==> src/rtl/tinker_loader.sv <==
// Boot-time program loader: parses a little-endian byte stream (word count, N words,
// XOR checksum), writes the words from the core reset PC upward and holds the core until done.
module tinker_loader #(
    parameter logic [63:0] BASE_ADDR = 64'h2000,
    parameter int unsigned MAX_WORDS = 16384
) (
    input  logic        clk,
    input  logic        reset,
    input  logic        restart,
    input  logic [7:0]  in_data,
    input  logic        in_valid,
    output logic        in_ready,
    output logic        mem_we,
    output logic [63:0] mem_addr,
    output logic [31:0] mem_wdata,
    output logic        core_hold,
    output logic        done,
    output logic        err,
    output logic [31:0] words_loaded
);

    typedef enum logic [2:0] {
        ST_HDR  = 3'd0,
        ST_LOAD = 3'd1,
        ST_CSUM = 3'd2,
        ST_DONE = 3'd3,
        ST_ERR  = 3'd4
    } state_t;

    localparam logic [31:0] MAX_WORDS_C = 32'(MAX_WORDS);

    state_t      state_q, state_d;
    logic [1:0]  byte_idx_q, byte_idx_d;
    logic [31:0] cnt_q, cnt_d;
    logic [31:0] word_q, word_d;
    logic [7:0]  csum_q, csum_d;
    logic [31:0] words_loaded_q, words_loaded_d;
    logic        mem_we_q, mem_we_d;
    logic [63:0] mem_addr_q, mem_addr_d;
    logic [31:0] mem_wdata_q, mem_wdata_d;
    logic        done_q, done_d;
    logic        err_q, err_d;
    logic        core_hold_q, core_hold_d;
    logic        in_ready_s;
    logic        accept_s;

    // Place a stream byte into lane idx of a little-endian 32-bit value.
    function automatic logic [31:0] insert_byte(input logic [31:0] val,
                                                input logic [1:0]  idx,
                                                input logic [7:0]  b);
        logic [31:0] r;
        r = val;
        case (idx)
            2'd0:    r[7:0]   = b;
            2'd1:    r[15:8]  = b;
            2'd2:    r[23:16] = b;
            2'd3:    r[31:24] = b;
            default: r        = val;
        endcase
        return r;
    endfunction

    // Byte address of instruction word k.
    function automatic logic [63:0] word_addr(input logic [31:0] k);
        return BASE_ADDR + ({32'd0, k} << 2);
    endfunction

    // Byte acceptance handshake; a restart cycle never consumes a byte.
    always_comb begin
        in_ready_s = ((state_q == ST_HDR) || (state_q == ST_LOAD) || (state_q == ST_CSUM))
                     && !restart;
        accept_s   = in_valid && in_ready_s;
    end

    // Next-state and datapath logic.
    always_comb begin
        state_d        = state_q;
        byte_idx_d     = byte_idx_q;
        cnt_d          = cnt_q;
        word_d         = word_q;
        csum_d         = csum_q;
        words_loaded_d = words_loaded_q;
        mem_we_d       = 1'b0;
        mem_addr_d     = mem_addr_q;
        mem_wdata_d    = mem_wdata_q;

        if (restart) begin
            state_d        = ST_HDR;
            byte_idx_d     = 2'd0;
            cnt_d          = 32'd0;
            word_d         = 32'd0;
            csum_d         = 8'd0;
            words_loaded_d = 32'd0;
        end else if (accept_s) begin
            case (state_q)
                ST_HDR: begin
                    cnt_d      = insert_byte(cnt_q, byte_idx_q, in_data);
                    byte_idx_d = byte_idx_q + 2'd1;
                    if (byte_idx_q == 2'd3) begin
                        if (cnt_d > MAX_WORDS_C) begin
                            state_d = ST_ERR;
                        end else if (cnt_d == 32'd0) begin
                            state_d = ST_CSUM;
                        end else begin
                            state_d = ST_LOAD;
                        end
                    end else begin
                        state_d = ST_HDR;
                    end
                end
                ST_LOAD: begin
                    word_d     = insert_byte(word_q, byte_idx_q, in_data);
                    csum_d     = csum_q ^ in_data;
                    byte_idx_d = byte_idx_q + 2'd1;
                    if (byte_idx_q == 2'd3) begin
                        mem_we_d       = 1'b1;
                        mem_addr_d     = word_addr(words_loaded_q);
                        mem_wdata_d    = word_d;
                        words_loaded_d = words_loaded_q + 32'd1;
                        // cnt_q is nonzero here, so the equality marks word N-1
                        if (words_loaded_d == cnt_q) begin
                            state_d = ST_CSUM;
                        end else begin
                            state_d = ST_LOAD;
                        end
                    end else begin
                        state_d = ST_LOAD;
                    end
                end
                ST_CSUM: begin
                    if (in_data == csum_q) begin
                        state_d = ST_DONE;
                    end else begin
                        state_d = ST_ERR;
                    end
                end
                default: begin
                    state_d = state_q;
                end
            endcase
        end else begin
            state_d = state_q;
        end

        done_d      = (state_d == ST_DONE);
        err_d       = (state_d == ST_ERR);
        core_hold_d = (state_d != ST_DONE);
    end

    // State and output registers.
    always_ff @(posedge clk or posedge reset) begin
        if (reset) begin
            state_q        <= ST_HDR;
            byte_idx_q     <= 2'd0;
            cnt_q          <= 32'd0;
            word_q         <= 32'd0;
            csum_q         <= 8'd0;
            words_loaded_q <= 32'd0;
            mem_we_q       <= 1'b0;
            mem_addr_q     <= 64'd0;
            mem_wdata_q    <= 32'd0;
            done_q         <= 1'b0;
            err_q          <= 1'b0;
            core_hold_q    <= 1'b1;
        end else begin
            state_q        <= state_d;
            byte_idx_q     <= byte_idx_d;
            cnt_q          <= cnt_d;
            word_q         <= word_d;
            csum_q         <= csum_d;
            words_loaded_q <= words_loaded_d;
            mem_we_q       <= mem_we_d;
            mem_addr_q     <= mem_addr_d;
            mem_wdata_q    <= mem_wdata_d;
            done_q         <= done_d;
            err_q          <= err_d;
            core_hold_q    <= core_hold_d;
        end
    end

    assign in_ready     = in_ready_s;
    assign mem_we       = mem_we_q;
    assign mem_addr     = mem_addr_q;
    assign mem_wdata    = mem_wdata_q;
    assign core_hold    = core_hold_q;
    assign done         = done_q;
    assign err          = err_q;
    assign words_loaded = words_loaded_q;

endmodule

==> config.mk <==
export PLATFORM = sky130hd
export DESIGN_NAME = tinker_loader
export DESIGN_NICKNAME = d
export VERILOG_FILES = /design/src/rtl/tinker_loader.sv
export SDC_FILE = /design/constraint.sdc
export NUM_CORES = 1
export LEC_CHECK = 0
export CAP_MARGIN = 10
export CORE_UTILIZATION = 54
export CTS_CLUSTER_SIZE = 14
export DETAILED_ROUTE_END_ITERATION = 16
export HOLD_SLACK_MARGIN = 0.15
export PLACE_DENSITY_LB_ADDON = 0.25
export SLEW_MARGIN = 5
export SYNTH_ARGS = -nofsm -noshare
export SYNTH_HDL_FRONTEND = slang
export SYNTH_SLANG_ARGS = --single-unit
export TNS_END_PERCENT = 30
==> constraint.sdc <==
create_clock -name clk -period 6.6 [get_ports clk]
set_input_delay 0.99 -clock clk [delete_from_list [all_inputs] [get_ports clk]]
set_output_delay 0.99 -clock clk [all_outputs]
set_load 0.005 [all_outputs]
======== Word-level counts from Yosys, hierarchy flattened ========
Index checks and enable logic that the tools add are counted.
operators by class
  add/subtract/negate cells ............... 3
  magnitude comparators ................... 1
  equality and inequality tests ........... 10
  muxes and demuxes ....................... 49
  bitwise operators ....................... 2
  reductions and logical operators ........ 19
operators by type and width
  cell                    count
  $mux 32                 10
  $mux 8                  23
  $add 14x34->35 const A  1
  $add 32x1->32 const B   1
  $eq 32x32->1            1
  $gt 32x15->1 const B    1
  $logic_not 32->1        1
  $mux 3                  6
  $mux 2                  5
  $reduce_bool 2->1       5
  $pmux 3 s3              1
  $eq 8x8->1              1
  $xor 8x8->8             1
  $eq 3x2->1 const B      2
  $reduce_and 2->1        3
  $eq 2x2->1 const B      2
  $mux 1                  4
  $reduce_and 4->1        1
  $eq 3x1->1 const B      1
  $eq 3x3->1 const B      1
  $logic_not 3->1         1
  $ne 3x2->1 const B      1
  $reduce_and 3->1        1
  $add 2x1->2 const B     1
  7 further kinds         9
word-level totals
  register bits ........................... 209
  output and inout bits ................... 133

======== Longest topological paths before layout ========
  depth after elaboration ................. 15
  depth in mapped cells ................... 10
  depth with buffers taken out ............ 9

======== Least setup slack after synthesis ========
OpenSTA, ideal clock, no wires.
  path type ............................... input to register
  start point ............................. in in_data[0]
  end point ............................... reg core_hold_q (netlist: core_hold)
  data arrival time ....................... 2727 ps
  required time ........................... 6512 ps
  setup slack ............................. 3785 ps
  stages .................................. 7
  path buffers ............................ 0
  path through ............................ nor4_2 -> a41oi_1 -> a2111oi_4 -> o21a_1 -> o21ai_0 -> or2_2 -> or3_1
between the ends
  longest elaborated chain between the ends .. 12
RTL lines
  item                                                  RTL line  text
  from (decl)                                           10        input logic [7:0] in_data,
  branches (longest 8 deep; another with $gt 32x15->1)  n/a
  $pmux 3 s3 (*)                                        95        case (state_q)
  $mux 3 (*)                                            94        end else if (accept_s) begin
  $mux 3 (*)                                            87        if (restart) begin
  $ne 3x2->1 (*)                                        147       core_hold_d = (state_d != ST_DONE);
  via core_hold_d                                       43        logic core_hold_q, core_hold_d;
  to (signal assigned)                                  177       core_hold_q <= core_hold_d;
  to (decl)                                             43
Mark *: on every way through the listed nets, which the timed path passes. The select of a mux whose other input is x is not followed.
A chain may end at the register's enable or synchronous reset.

======== Final worst setup path ========
  start point ............................. in in_valid
  end point ............................... reg words_loaded_q[23] (netlist: words_loaded[23])
between the ends
  longest elaborated chain between the ends .. 3
RTL lines
  item                                RTL line  text
  from (decl)                         11        input logic in_valid,
  $logic_and 1x1->1                   72        accept_s = in_valid && in_ready_s;
  $reduce_bool 2->1 (no source line)  n/a
  $reduce_and 3->1 (no source line)   n/a
  to (signal assigned)                171       words_loaded_q <= words_loaded_d;
  to (decl)                           37        logic [31:0] words_loaded_q, words_loaded_d;
No other way between the ends.

==> out/results.tsv <==
stage	metric	value	unit
run_status	outcome	complete, no violations	
flow_run	drv_cap	0	
worst_setup_path	cp-end-kind	flip-flop	
power_and_ir_drop	power.density	209.9	nW/um^2
worst_setup_path	reg2reg_depth	8	
cts	clockBufferDepth	2	
detailed_routing	drt_first_pass_iters	6	
logic_synthesis	ys_seq_elements	170	
detailed_routing	remaining_drc_errors	0	
die	start_util	55.57	%
power_and_ir_drop	peakVddDrop	186.5	uV
cts	cts_tree	built	
worst_setup_path	startpoint_type	input port	
cts	clk_latency	430	ps
worst_hold_path	hold_depth	2	
layout	antenna_cells	0	
cts	cts.repair.resized	0	
sta	max_freq	275.6	MHz
logic_synthesis	seq_area_frac_synth	46.02	%
layout	mostFrequentLayoutCell	dfrtp_1	
logic_synthesis	ys_async_sr_fraction	100.0	%
logic_synthesis	ys_warn_count	0	
detailed_routing	detail_route.wl_per_cell	18.55	microns
placement	gp_congestion	0.9283	
worst_setup_path	cp_num_cells	9	
sta	final.setup.tns	0	ps
power_and_ir_drop	p_leak	4.747	nW
detailed_routing	drt_iter0_markers	771	
sta	worst_clock_skew	7.951	ps
worst_hold_path	hold_path.class	flip-flop to flip-flop	
worst_setup_path	crit_fanout	105	
sta	fin_crit	3629	ps
worst_setup_path	critPathKind	input port to flip-flop	
global_routing	grt_use_total	27.40	%
sta	rsz0062_at_grt	false	
sta	final-hold-violation-count	0	
global_routing	grt_pass1_wl	37.94	mm
global_routing	grt_max_degree	106	
global_routing	antenna_found_initial	0	
logic_synthesis	synth_area_leaders	dfrtp_1 46%, xor2_1 4.6%, nor2_1 4.1%	
worst_setup_path	critPathRequiredTime	6920	ps
worst_setup_path	slowest_stage	buf_4	
detailed_routing	wl	23.75	mm
die	row_count	47	
die	io_pins	145	
logic_synthesis	ys.flop_type	dfrtp_1	
layout	area_growth	16.95	%
cts	postCtsSetupRepairBufs	0	
worst_setup_path	cp.arrival	3950	ps
layout	drive_gt1_share	5.849	%
sta	tightest_slew	1081	ps
worst_setup_path	cp_num_buf_inv	3	
logic_synthesis	synthesis.area	9248	sq um
sta	drv_slew	0	
power_and_ir_drop	finalPower	2.270	mW
detailed_routing	vias	7614	
logic_synthesis	synth-edff-count	0	
global_routing	grt_pass1_vias	6990	
layout	final_nets	1065	
sta	finalSetupViolCount	0	
logic_synthesis	synth_cell_type_count	80	
die	die_w	132.9	microns
cts	clkTransAtPathRegs	60	ps
die	core	16640	sq um
cts	cts.sinks	170	
global_routing	grt_overflow	0	
cts	cts_buffers	17	
placement	dp_slack	2510	ps
die	fp.dieH	132.9	microns
sta	max_slew_margin	27.92	%
die	die_area	17650	sq um
cts	clockRootBuffer	clkbuf_16	
cts	hold_buffers	0	
logic_synthesis	avgSynthCellArea	9.360	sq um
worst_setup_path	critical-path-top-delay-family	simple AND/OR/NAND/NOR gates	
detailed_routing	ant_nets	0	
detailed_routing	avgViaCountPerCell	5.948	
logic_synthesis	yosys.area.top_type	dfrtp_1	
sta	worst_slack	2971	ps
cts	htreeDepth	4	
placement	port_buffers	113	
logic_synthesis	synth_top_area_share	45.73	%
sta	post-route-period-util	54.98	%
logic_synthesis	syn_inst	988	
layout	layout_common_cells	169 x dfrtp_1, 113 x clkdlybuf4s50_1, 101 x nor2_1	
placement	dpl.hpwl	15.91	mm
worst_setup_path	slowest_delay	740	ps
worst_setup_path	path_cells	clkdlybuf4s50_1 > nor3b_2 > or2b_2 > nor2_1 > nand2_2 > clkinv_2 > buf_4 > nand2_1 > o41ai_1	
[state kept, by name, summed over array words and instances (netlist names)]
| register | flops |
|---|---|
| byte_idx_q | 2 |
| cnt_q | 32 |
| core_hold | 1 |
| csum_q | 8 |
| done | 1 |
| err | 1 |
| mem_addr | 33 |
| mem_wdata | 32 |
| mem_we | 1 |
| state_q | 3 |
| word_q | 24 |
| words_loaded | 32 |
[metrics by stage]
step	utilization [%]	hold WS [ps]	instances	instance area [sq um]
finish	64.99	471.8	1280	10820
global route	64.99	502.5	1280	10820
CTS	64.99	478.8	1280	10820
detailed placement	61.24	462.8	1248	10190
global placement	61.24	458.7	1248	10190
floorplan	-	449.2	1018	9360
[worst reg2reg max path: stages (launching register included)]
cell,delay [ps]
dfrtp_1,680
ha_1,370
nand3_1,360
or4_1,730
o21ai_0,250
nand4b_1,170
a2111oi_0,330
and4_1,320
a31oi_1,110
[final timing paths]
path / from / end / slack (ps)
max in group asynchronous: reset / mem_addr[25]$_DFFE_PP0P_ / 4390
min in group asynchronous: reset / mem_wdata[28]$_DFFE_PP0P_ / 940
worst max register to register: words_loaded[11]$_DFFE_PP0P_ / state_q[0]$_DFF_PP0_ / 3160
worst min register to register: mem_addr[12]$_DFFE_PP0P_ / mem_addr[12]$_DFFE_PP0P_ / 470
worst max-delay path: in_valid / words_loaded[23]$_DFFE_PP0P_ / 2970
worst min-delay path: mem_addr[12]$_DFFE_PP0P_ / mem_addr[12]$_DFFE_PP0P_ / 470
[logic make-up (layout without fill, tap and decap cells)]
group	count (synthesis)	after routing	share of synthesized area (%)
xor gates and xnor gates	83	83	7.861
adders and majority gates	6	6	0.8118
other	1	31	0.04055
and+or+nand+nor	338	338	18.47
AOI/OAI and AO/OA	228	228	15.76
muxes	29	29	3.139
buffers and inverters	133	175	7.901
DFF	170	170	46.02
[Yosys cell counts (12+ instances only)]
master    number
dfrtp_1      169
nand3b_1      19
nor3_1        16
nand4_1       17
a21oi_1       66
buf_4         33
mux2i_1       29
xor2_1        49
nor2_1       101
clkbuf_1      48
buf_2         12
nand3_1       19
a22o_1        29
nor4_1        16
xnor2_1       34
nand2_1       98
o21ai_0       73
inv_1         20
[cell type report]
class                      count  area, sq um
fill                        1406         5827
multi-input combinational    715         4377
sequential                   170         4255
timing repair buffer         122         1199
tap                          220        275.3
inverter                      21        85.08
clock inverter                13        191.4
clock buffer                  19        432.9
[routing by layer]
metal,GRT usage (%),up-vias,wire length [microns]
met4,9.195,0,464
met3,4.406,43,1507
li1,-,3530,-
met2,43.66,343,11380
met5,0,-,0
met1,38.14,3698,10390
[where the power goes]
group | internal (mW) | switching (mW) | leakage, nW
clock | 0.639 | 0.437 | 0.300
sequential | 1.05 | 0.00968 | 2.37
combinational | 0.0433 | 0.0919 | 2.08
total | 1.73 | 0.538 | 4.75
(Power assumes the default switching activity.)
